<file path="src/rtl/hazard_ctrl.sv">
// rtl/hazard_ctrl.sv - hazard controller: load-use, branch flush and mult/div busy sequencing
module hazard_ctrl #(
  parameter int MD_LATENCY = 4,
  parameter int REG_W      = 5
) (
  input  logic             clk,
  input  logic             rst_n,
  input  logic [REG_W-1:0] ID_rs,
  input  logic [REG_W-1:0] ID_rt,
  input  logic             ID_uses_rs,
  input  logic             ID_uses_rt,
  input  logic             ID_md_start,
  input  logic             ID_md_read,
  input  logic             EX_mem_read,
  input  logic [REG_W-1:0] EX_rt,
  input  logic             EX_branch_taken,
  output logic             pc_write,
  output logic             IF_ID_stall,
  output logic             IF_ID_flush,
  output logic             ID_EX_flush,
  output logic             md_busy,
  output logic [15:0]      lost_cycles
);

  typedef enum logic {IDLE, BUSY} md_state_t;

  md_state_t  state, state_nxt;
  logic [3:0] cnt, cnt_nxt;
  logic       busy;
  logic       lu;
  logic       md;
  logic       md_issue;

  assign busy = (state == BUSY);

  assign lu = EX_mem_read && (EX_rt != '0) &&
              ((ID_uses_rs && (ID_rs == EX_rt)) || (ID_uses_rt && (ID_rt == EX_rt)));
  assign md = busy && (ID_md_start || ID_md_read);

  // A start is squashed by a taken branch and deferred by a load-use stall.
  assign md_issue = ID_md_start && !busy && !EX_branch_taken && !lu;

  always_ff @(posedge clk or negedge rst_n) begin
    if (!rst_n) begin
      state <= IDLE;
      cnt   <= 4'd0;
    end else begin
      state <= state_nxt;
      cnt   <= cnt_nxt;
    end
  end

  always_comb begin
    state_nxt = state;
    cnt_nxt   = cnt;
    case (state)
      IDLE: begin
        if (md_issue) begin
          state_nxt = BUSY;
          cnt_nxt   = 4'(MD_LATENCY);
        end
      end
      BUSY: begin
        if (cnt == 4'd1) begin
          state_nxt = IDLE;
          cnt_nxt   = 4'd0;
        end else begin
          cnt_nxt = cnt - 4'd1;
        end
      end
      default: begin
        state_nxt = IDLE;
        cnt_nxt   = 4'd0;
      end
    endcase
  end

  // Reset forces the quiescent output pattern even though outputs are combinational.
  always_comb begin
    md_busy     = busy && rst_n;
    pc_write    = 1'b1;
    IF_ID_stall = 1'b0;
    IF_ID_flush = 1'b0;
    ID_EX_flush = 1'b0;
    if (rst_n) begin
      if (EX_branch_taken) begin
        IF_ID_flush = 1'b1;
        ID_EX_flush = 1'b1;
      end else if (lu || md) begin
        IF_ID_stall = 1'b1;
        ID_EX_flush = 1'b1;
        pc_write    = 1'b0;
      end
    end
  end

  always_ff @(posedge clk or negedge rst_n) begin
    if (!rst_n) begin
      lost_cycles <= 16'd0;
    end else if ((IF_ID_stall || IF_ID_flush) && (lost_cycles != 16'hFFFF)) begin
      lost_cycles <= lost_cycles + 16'd1;
    end
  end

endmodule

</file>
<file path="config.mk">
export PLATFORM = sky130hd
export DESIGN_NAME = hazard_ctrl
export DESIGN_NICKNAME = d
export VERILOG_FILES = /design/src/rtl/hazard_ctrl.sv
export SDC_FILE = /design/constraint.sdc
export NUM_CORES = 1
export LEC_CHECK = 0
export ABC_AREA = 0
export CAP_MARGIN = 20
export CORE_UTILIZATION = 41
export CTS_CLUSTER_DIAMETER = 80
export CTS_CLUSTER_SIZE = 25
export DETAILED_ROUTE_END_ITERATION = 16
export PLACE_DENSITY_LB_ADDON = 0.08
export SYNTH_ARGS = -nofsm -noshare
export SYNTH_HDL_FRONTEND = slang
export SYNTH_SLANG_ARGS = --single-unit
export TNS_END_PERCENT = 20
</file>
<file path="constraint.sdc">
create_clock -name clk -period 2.1 [get_ports clk]
set_input_delay 0.21 -clock clk [delete_from_list [all_inputs] [get_ports clk]]
set_output_delay 0.21 -clock clk [all_outputs]
set_load 0.005 [all_outputs]
</file>
==> qor.csv, run 1 <==
metric;value;unit
cts.path.max_buffers;2;
overflow;0;
drc;4;
portBuffers;43;
drt_wl_total;2820;µm
antenna_found_initial;0;
root_buffer;clkbuf_4;
vias;1131;
synthTopCellsByArea;dfrtp_1 43%, xor2_1 9.9%, xnor2_1 7.1%, nor3_1 4.1%, nand2_1 3.3%;
maxCapViolations;0;
io_pins;44;
setup_viol;0;
power_leakage;0.000848;µW
fin_setup_tns;0;ns
fin_nets;216;
syn-cell-area;1230;µm²
dpl.hpwl;2270;µm
syn_nets;153;
ant_nets;0;
synth_seq_cells;21;
violations;design-rule violations;
diodes;0;
grt_usage;0.200;
r2r-end;lost_cycles[7];
drtIter0Drc;44;
tightest_slew;0.302;ns
seqPwrFrac;0.444;
yosysSeqAreaShare;0.426;
period_share;0.979;
n_fill_cell;234;
grt_start_max_net_pins;16;
p_per_area;777;nW/µm²
yosys.area.top_type_share;0.426;
cp.required;2.30;ns
netlist_instances;127;
drtPass1Iterations;10;
register_area;526;µm²
grt_pass1_wl;5000;µm
dieWidth;56.9;µm
async_flop_share;1.00;
synthDistinctLibCells;31;
final_common_cell;clkdlybuf4s50_1;
area_growth;49.7;%
swShare;0.346;
cts_max_level;1;
multiInputGateArea;694;µm²
avgViaCountPerCell;5.14;
status;finished, violations left;
cp-end-kind;flip-flop;
rsz0062_at_grt;no;
rows;19;
cts_tree;yes;
peakVddDrop;0.526;mV
yosysWarningCount;0;
worstHoldPathType;input pin to asynchronous set/reset pin;
r2r_slack;0.21;ns
worstSkewPairLatency;0.30;ns
arrival;2.26;ns
power_frac_clock;0.133;
switchingPower;497;µW
reg2reg_from;lost_cycles[0];
yosys.area.top_type;dfrtp_1;
synth_area_per_cell;9.72;µm²
worstSetupPathType;input pin to flip-flop;
crit_path_start_kind;input pin;
cts_buffers;3;
maxSlewHeadroom;0.798;
clk_pin_slew;0.12;ns
p_int;940;µW
fin_worst_skew;0.00669;ns
slew_viol_final;0;
gp_congestion;0.816;
worstPathMaxFanout;15;
fp.coreArea;2810;µm²
die-area;3240;µm²
drive_gt1_frac;0.175;
finalHoldViolations;0;
drt-wirelength-per-cell;12.8;µm
combPwrFrac;0.423;
post-route-min-period;2.05;ns
dieHeight;56.9;µm
final_cell_mix;37 x clkdlybuf4s50_1, 21 x dfrtp_1, 17 x buf_4;
grt_pass1_vias;1129;
synth_enable_flop_cells;0;
ys.flop_type;dfrtp_1;
fin_total_pwr;1440;µW
reg2regPathDepth;8;
clock-sinks;21;
fmax;487;MHz
start_util;0.440;
## layer usage
layer,global-route usage,vias up,part of all wire
li1,-,570,-
met1,0.260,535,0.46
met2,0.339,22,0.49
met3,0.0461,4,0.038
met4,0.0383,0,0.0082
met5,0,-,0
## worst max-delay path, stage by stage
cell and delay (ns):
clkdlybuf4s50_1 0.42, or4_1 0.41, o21a_1 0.21, buf_4 0.14, a211oi_4 0.24, buf_4 0.26
nor2_2 0.08, mux2_4 0.29
## how the worst max path moves through the flow
stage | startpoint | endpoint
after global placement | EX_rt[1] | pc_write
after CTS | EX_rt[1] | ID_EX_flush
after global routing | EX_rt[1] | lost_cycles[0]
after floorplan | EX_rt[1] | lost_cycles[1]
final | EX_rt[1] | lost_cycles[1]
after detailed placement | EX_rt[1] | pc_write
## cells in the mapped netlist, types with 2 or more instances
| cell | instances |
|---|---|
| nand4_1 | 6 |
| nor2_2 | 2 |
| a21oi_1 | 2 |
| nor3_1 | 10 |
| a31o_2 | 3 |
| nor2_1 | 7 |
| xnor2_1 | 10 |
| nand2_1 | 11 |
| nor3b_1 | 3 |
| inv_1 | 4 |
| dfrtp_1 | 21 |
| xor2_1 | 14 |
| ha_1 | 3 |
| o21ai_0 | 5 |
| and3_1 | 2 |
| nor2b_1 | 2 |
| nand3_1 | 6 |
| and2_1 | 3 |
## final cells by class
cell class              instances  area share
flip-flops and latches         21       0.284
inverters                       4     0.00812
repair buffers                 60       0.296
multi-input cells             100       0.376
clock buffers                   3      0.0122
clock inverters                 1     0.00271
well taps                      31      0.0210
## flip-flops by register name (all words and copies together) (netlist names)
register,cells
cnt,4
busy,1
lost_cycles,16
## power groups by stage
stage	logic (µW)	registers, µW	clock network [µW]
final	608	639	191
after global routing	683	663	215
after CTS	609	640	202
after detailed placement	611	644	0
after global placement	595	639	0
after floorplan	334	624	0
## per-stage QoR
step	utilization	std cells	area (µm²)	worst slack [ns]	hold slack, ns
5_1_grt	0.659	220	1850	0.00100	0.114
2_1_floorplan	-	127	1230	0.300	-0.0856
3_5_place_dp	0.647	216	1820	-0.394	0.465
6_report	0.659	220	1850	0.0450	0.132
3_3_place_gp	0.647	216	1820	-0.342	0.477
4_1_cts	0.655	220	1840	0.0629	0.117
## kinds of logic after synthesis
group | share of synthesized area
mux | 0.0213
simple gates | 0.250
fa+ha+maj | 0.0304
xor+xnor | 0.170
buf+inv | 0.0253
flops | 0.426
compound gates | 0.0770
## what timing repair did
item                                    4_1_cts  5_1_grt
hold buffers                                  0        0
endpoints found under the setup margin        4        2
pin swaps                                     4        0
hold endpoints to repair                      0        0
resized for setup                            12        2
buffers inserted                              1        0
Note: power is estimated with default switching activity, not from simulation.
==> run 2: changes to the inputs <==
--- a/config.mk
+++ b/config.mk
@@ -12,6 +12,7 @@
 export CTS_CLUSTER_SIZE = 25
 export DETAILED_ROUTE_END_ITERATION = 16
 export PLACE_DENSITY_LB_ADDON = 0.08
+export REMOVE_ABC_BUFFERS = 1
 export SYNTH_ARGS = -nofsm -noshare
 export SYNTH_HDL_FRONTEND = slang
 export SYNTH_SLANG_ARGS = --single-unit
==> run 2 against run 1 <==
Net effect: the run still ends with design-rule violations left; first-iteration DRC count is 36% lower; maximum frequency shrank 0.14%; register-to-register slack hardly changed; clock-buffer cell count unchanged; worst hold slack improved by 0.28 ns; setup slack got worse by 0.0029 ns; clock skew rose by 0.0022 ns; critical path type unchanged; highest routed layer unchanged.
==> qor.csv, run 2 (same netlist as run 1, synthesis figures left out) <==
metric;value;unit;change
cts_tree;yes;;unchanged
fp.coreArea;2810;µm²;unchanged
maxCapViolations;0;;unchanged
clock-sinks;21;;unchanged
drtIter0Drc;28;;was 44
fmax;486;MHz;was 487 MHz
slew_viol_final;0;;unchanged
post-route-min-period;2.06;ns;was 2.05 ns
peakVddDrop;0.494;mV;was 0.526 mV
final_cell_mix;37 x clkdlybuf4s50_1, 21 x dfrtp_1, 14 x xor2_1;;was 37 x clkdlybuf4s50_1, 21 x dfrtp_1, 17 x buf_4
cp.required;2.30;ns;about the same
area_growth;48.5;%;was 49.7%
start_util;0.440;;unchanged
cts.path.max_buffers;2;;unchanged
drc;4;;unchanged
cpLargestDelayFamily;buffers and inverters;;unchanged
diodes;0;;unchanged
overflow;0;;unchanged
worstSetupPathType;input pin to flip-flop;;unchanged
dpl.hpwl;2250;µm;was 2270 µm
vias;1129;;was 1131
drt-wirelength-per-cell;13.0;µm;was 12.8 µm
ant_nets;0;;unchanged
arrival;2.26;ns;about the same
setup_viol;0;;unchanged
worstPathMaxFanout;15;;unchanged
maxSlewHeadroom;0.798;;about the same
top_register;lost_cycles;;unchanged
gp_congestion;0.842;;was 0.816
grt_usage;0.192;;was 0.200
fin_setup_tns;0;ns;unchanged
power_leakage;0.000835;µW;was 0.000848 µW
drtPass1Iterations;10;;unchanged
cp-end-kind;flip-flop;;unchanged
period_share;0.980;;was 0.979
largest_reg_flops;16;;unchanged
drt_wl_total;2820;µm;about the same
tightest_slew;0.301;ns;was 0.302 ns
cts_max_level;1;;unchanged
n_fill_cell;259;;was 234
final_area;1830;µm²;was 1850 µm²
dieWidth;56.9;µm;unchanged
cp_cell_sequence;clkdlybuf4s50_1, or4_1, o21a_1, buf_6, a211oi_4, buf_4, nor2_2, mux2_4;;was clkdlybuf4s50_1, or4_1, o21a_1, buf_4, a211oi_4, buf_4, nor2_2, mux2_4
die-area;3240;µm²;unchanged
antenna_found_initial;0;;unchanged
rows;19;;unchanged
violations;design-rule violations;;unchanged
dieHeight;56.9;µm;unchanged
worstPathBufferInverterCount;3;;unchanged
portBuffers;43;;unchanged
grt_pass1_wl;4870;µm;was 5000 µm
fin_worst_skew;0.00894;ns;was 0.00669 ns
clk_pin_slew;0.12;ns;about the same
drive_gt1_frac;0.167;;was 0.175
worstSkewPairLatency;0.30;ns;about the same
cts_setup_buffers;0;;was 1
p_per_area;783;nW/µm²;was 777 nW/µm²
finalHoldViolations;0;;unchanged
cp_slowest_cell;clkdlybuf4s50_1;;unchanged
status;finished, violations left;;unchanged
root_buffer;clkbuf_4;;unchanged
grt_pass1_vias;1092;;was 1129
grt_start_max_net_pins;16;;unchanged
worstHoldPathType;input pin to asynchronous set/reset pin;;unchanged
place_area;1790;µm²;was 1820 µm²
final_common_cell;clkdlybuf4s50_1;;unchanged
postCtsHoldBufs;0;;unchanged
max_stage_delay;0.42;ns;about the same
fin_nets;213;;was 216
io_pins;44;;unchanged
avgViaCountPerCell;5.20;;was 5.14
crit_path_start_kind;input pin;;unchanged
cts_buffers;3;;unchanged
==> run 2: cell count changes in the layout (fill, tap and decap cells not counted), sizes merged <==
| cell | change |
|---|---|
| buf | -3 |
==> run 2: final timing paths <==
kind,startpoint,to,slack [ns],cells after the start
worst max-delay path,EX_rt[1],lost_cycles[1],0.04,8
min in group clk,lost_cycles[14],lost_cycles[14],0.49,1
worst min-delay path,rst_n,lost_cycles[13],0.41,2
worst min register to register,lost_cycles[14],lost_cycles[14],0.49,1
worst max register to register,lost_cycles[0],lost_cycles[15],0.21,8
max in group asynchronous,rst_n,lost_cycles[0],1.52,2
==> run 2: worst reg2reg max path, stage by stage, from the launching register on <==
cell and delay [ns]:
dfrtp_1 0.43, ha_1 0.21, nand4_1 0.17, nor2_1 0.20
nand4_1 0.17, nand2_2 0.25, buf_4 0.17, nor3_1 0.05
xor2_1 0.14
==> run 2: timing repair <==
item,in CTS,in global routing
endpoints found under the setup margin,3,8
gates resized for setup,14,3
pin swaps,4,0
==> run 2: routing by layer <==
| layer | global-route usage | wire length (µm) | up-vias |
|---|---|---|---|
| li1 | - | - | 562 |
| met1 | 0.262 | 1300 | 531 |
| met2 | 0.301 | 1370 | 30 |
| met3 | 0.0530 | 117 | 6 |
| met4 | 0.0453 | 40 | 0 |
| met5 | 0 | 0 | - |
==> run 2: per-stage QoR <==
| stage | total power, µW | utilization | setup slack (ns) | hold slack, ns | std cells |
|---|---|---|---|---|---|
| floorplan | 947 | - | 0.127 | -0.0856 | 125 |
| finish | 1440 | 0.654 | 0.0421 | 0.414 | 217 |
| global placement | 1240 | 0.639 | -0.330 | 0.476 | 213 |
| detailed placement | 1250 | 0.639 | -0.375 | 0.478 | 213 |
| CTS | 1450 | 0.649 | 0.0666 | 0.393 | 217 |
| global route | 1560 | 0.654 | -0.00488 | 0.419 | 217 |
==> run 2: report_power, final <==
group	internal (µW)	switching, µW
logic	357	251
clock network	70.9	118
registers	511	129
total	939	498
==> run 2: area by class of cell <==
type                            instances  area [µm²]  share of cell area
Clock inverter                          1        5.00             0.00273
Timing Repair Buffer                   57         529               0.289
Inverter                                4        15.0             0.00819
Tap cell                               31        38.8              0.0211
Clock buffer                            3        22.5              0.0123
Sequential cell                        21         526               0.286
Multi-Input combinational cell        100         698               0.381
==> run 3: changes to the inputs <==
--- a/config.mk
+++ b/config.mk
@@ -7,10 +7,12 @@
 export LEC_CHECK = 0
 export ABC_AREA = 0
 export CAP_MARGIN = 20
-export CORE_UTILIZATION = 41
+export CORE_MARGIN = 10
+export CORE_UTILIZATION = 30
 export CTS_CLUSTER_DIAMETER = 80
 export CTS_CLUSTER_SIZE = 25
 export DETAILED_ROUTE_END_ITERATION = 16
+export DONT_BUFFER_PORTS = 1
 export PLACE_DENSITY_LB_ADDON = 0.08
 export REMOVE_ABC_BUFFERS = 1
 export SYNTH_ARGS = -nofsm -noshare
==> run 3 against run 2 <==
Net effect: the run now ends clean; combinational power decreased by 32%; first-iteration DRC count increased by 32%; final area decreased by 22%; cell count decreased by 13%; register-to-register slack improved by 0.05 ns; via count decreased by 16%; maximum frequency increased by 12%.
==> qor.csv, run 3 (same netlist as run 1, synthesis figures left out) <==
metric;value;unit;change
min_from;ID_md_start;;
power_leakage;0.000660;µW;was 0.000835 µW
arrival;1.99;ns;was 2.26 ns
drtIter0Drc;37;;was 28
portBuffers;0;;was 43
ant_nets;0;;unchanged
cp_cell_sequence;ha_1, nand4_1, nor2_1, nand4_1, nand2_1, buf_4, nor2_2, mux2_4;;was clkdlybuf4s50_1, or4_1, o21a_1, buf_6, a211oi_4, buf_4, nor2_2, mux2_4
grt_pass1_vias;962;;was 1092
vias;947;;was 1129
dieHeight;84.2;µm;was 56.9 µm
avgViaCountPerCell;5.04;;was 5.20
status;finished clean;;was finished, violations left
worstSetupPathType;flip-flop to flip-flop;;was input pin to flip-flop
drtPass1Iterations;4;;was 10
r2r_slack;0.26;ns;was 0.21 ns
finalHoldViolations;0;;unchanged
diodes;0;;unchanged
fmax;543;MHz;was 486 MHz
clk_pin_slew;0.08;ns;was 0.12 ns
cp.required;2.25;ns;was 2.30 ns
largest_reg_flops;16;;unchanged
cpMostUsedCell;nand4_1;;
start_util;0.309;;was 0.440
grt_usage;0.0844;;was 0.192
io_pins;44;;unchanged
max_stage_delay;0.43;ns;was 0.42 ns
fin_nets;165;;was 213
rows;23;;was 19
maxSlewHeadroom;0.751;;was 0.798
gp_congestion;0.741;;was 0.842
cts_tree;yes;;unchanged
cp_slowest_cell;dfrtp_1;;was clkdlybuf4s50_1
p_per_area;941;nW/µm²;was 783 nW/µm²
antenna_found_initial;0;;unchanged
worst_slack;0.257;ns;was 0.0421 ns
worstHoldPathType;input pin to flip-flop;;was input pin to asynchronous set/reset pin
peakVddDrop;0.326;mV;was 0.494 mV
slew_viol_final;0;;unchanged
cts_resized;0;;was 14
area_growth;15.8;%;was 48.5%
fin_worst_skew;0.00845;ns;was 0.00894 ns
die-area;7080;µm²;was 3240 µm²
multiInputGateArea;678;µm²;was 698 µm²
worstPathMaxFanout;4;;was 15
cts.path.max_buffers;2;;unchanged
fin_total_pwr;1350;µW;was 1440 µW
reg2reg_from;lost_cycles[0];;unchanged
grt_pass1_wl;4950;µm;was 4870 µm
drt-wirelength-per-cell;16.1;µm;was 13.0 µm
grt_start_max_net_pins;22;;was 16
overflow;0;;unchanged
cp-end-kind;flip-flop;;unchanged
top_register;lost_cycles;;unchanged
register_area;526;µm²;unchanged
crit_path_start_kind;flip-flop;;was input pin
post-route-min-period;1.84;ns;was 2.06 ns
root_buffer;clkbuf_8;;was clkbuf_4
cts_max_level;1;;unchanged
setup_viol;0;;unchanged
fin_setup_tns;0;ns;unchanged
dp_slack;0.228;ns;was -0.375 ns
drive_gt1_frac;0.145;;was 0.167
maxCapViolations;0;;unchanged
final_common_cell;dfrtp_1;;was clkdlybuf4s50_1
cts_buffers;3;;unchanged
n_fill_cell;418;;was 259
rsz0062_at_grt;no;;
clock-sinks;21;;unchanged
fp.coreArea;4000;µm²;was 2810 µm²
cts_setup_buffers;0;;unchanged
dpl.hpwl;2300;µm;was 2250 µm
final_cell_mix;21 x dfrtp_1, 14 x xor2_1, 11 x nand2_1;;was 37 x clkdlybuf4s50_1, 21 x dfrtp_1, 14 x xor2_1
crit_start;lost_cycles[0];;was EX_rt[1]
drc;0;;was 4
tightest_slew;0.374;ns;was 0.301 ns
worstSkewPairLatency;0.26;ns;was 0.30 ns
dieWidth;84.2;µm;was 56.9 µm
drt_wl_total;3030;µm;was 2820 µm
period_share;0.878;;was 0.980
run 3: cell types whose count changed in the layout (fill, tap and decap cells not counted), sizes merged:
cell and delta:
clkdlybuf4s50 -37, buf -7, dlygate4sd2 -4, clkdlybuf4s15 -1, dlygate4sd3 +1
run 3: routing by layer:
layer  global-route usage  vias to the layer above  share of wire
met3               0.0444                        2           0.10
li1                     -                      464              -
met2                0.125                       29           0.45
met1                0.102                      452           0.45
met4               0.0289                        0         0.0063
met5                    0                        -              0
run 3: per-stage QoR:
| step | util | instances | area [µm²] | hold slack (ns) |
|---|---|---|---|---|
| 4_1_cts | 0.351 | 187 | 1400 | 0.222 |
| 6_report | 0.358 | 188 | 1430 | 0.227 |
| 5_1_grt | 0.358 | 188 | 1430 | 0.256 |
| 3_5_place_dp | 0.337 | 182 | 1350 | -0.0843 |
| 2_1_floorplan | - | 125 | 1220 | -0.0856 |
| 3_3_place_gp | 0.337 | 182 | 1350 | -0.0845 |
run 3: cell type report:
class / count / area share
clock buffer: 3 / 0.0289
clock inverter: 1 / 0.00350
sequential: 21 / 0.367
tap: 50 / 0.0437
timing repair buffer: 9 / 0.0717
inverter: 4 / 0.0105
multi-input combinational: 100 / 0.474
run 3: worst paths after layout:
path	to	cells past startpoint
worst max register to register	lost_cycles[1]	8
worst max-delay path	lost_cycles[1]	8
max in group asynchronous	lost_cycles[0]	2
worst min register to register	lost_cycles[6]	1
min in group asynchronous	cnt[2]	1
worst min-delay path	cnt[2]	2
run 3: critical path: cells and delay by family, from the launching register on:
kind          cells  cell delay, ns
mux               1            0.28
buf+inv           1            0.13
flops             1            0.43
fa+ha+maj         1            0.22
simple gates      5            0.67
run 3: repair_timing:
action	in CTS	in global routing
hold buffers	1	0
hold endpoints to repair	21	0
setup endpoints to repair	0	0
run 3: where the power goes:
group | total (µW) | internal, µW | switching (µW)
combinational | 415 | 218 | 197
clock | 274 | 132 | 142
sequential | 657 | 511 | 146
total | 1350 | 861 | 484
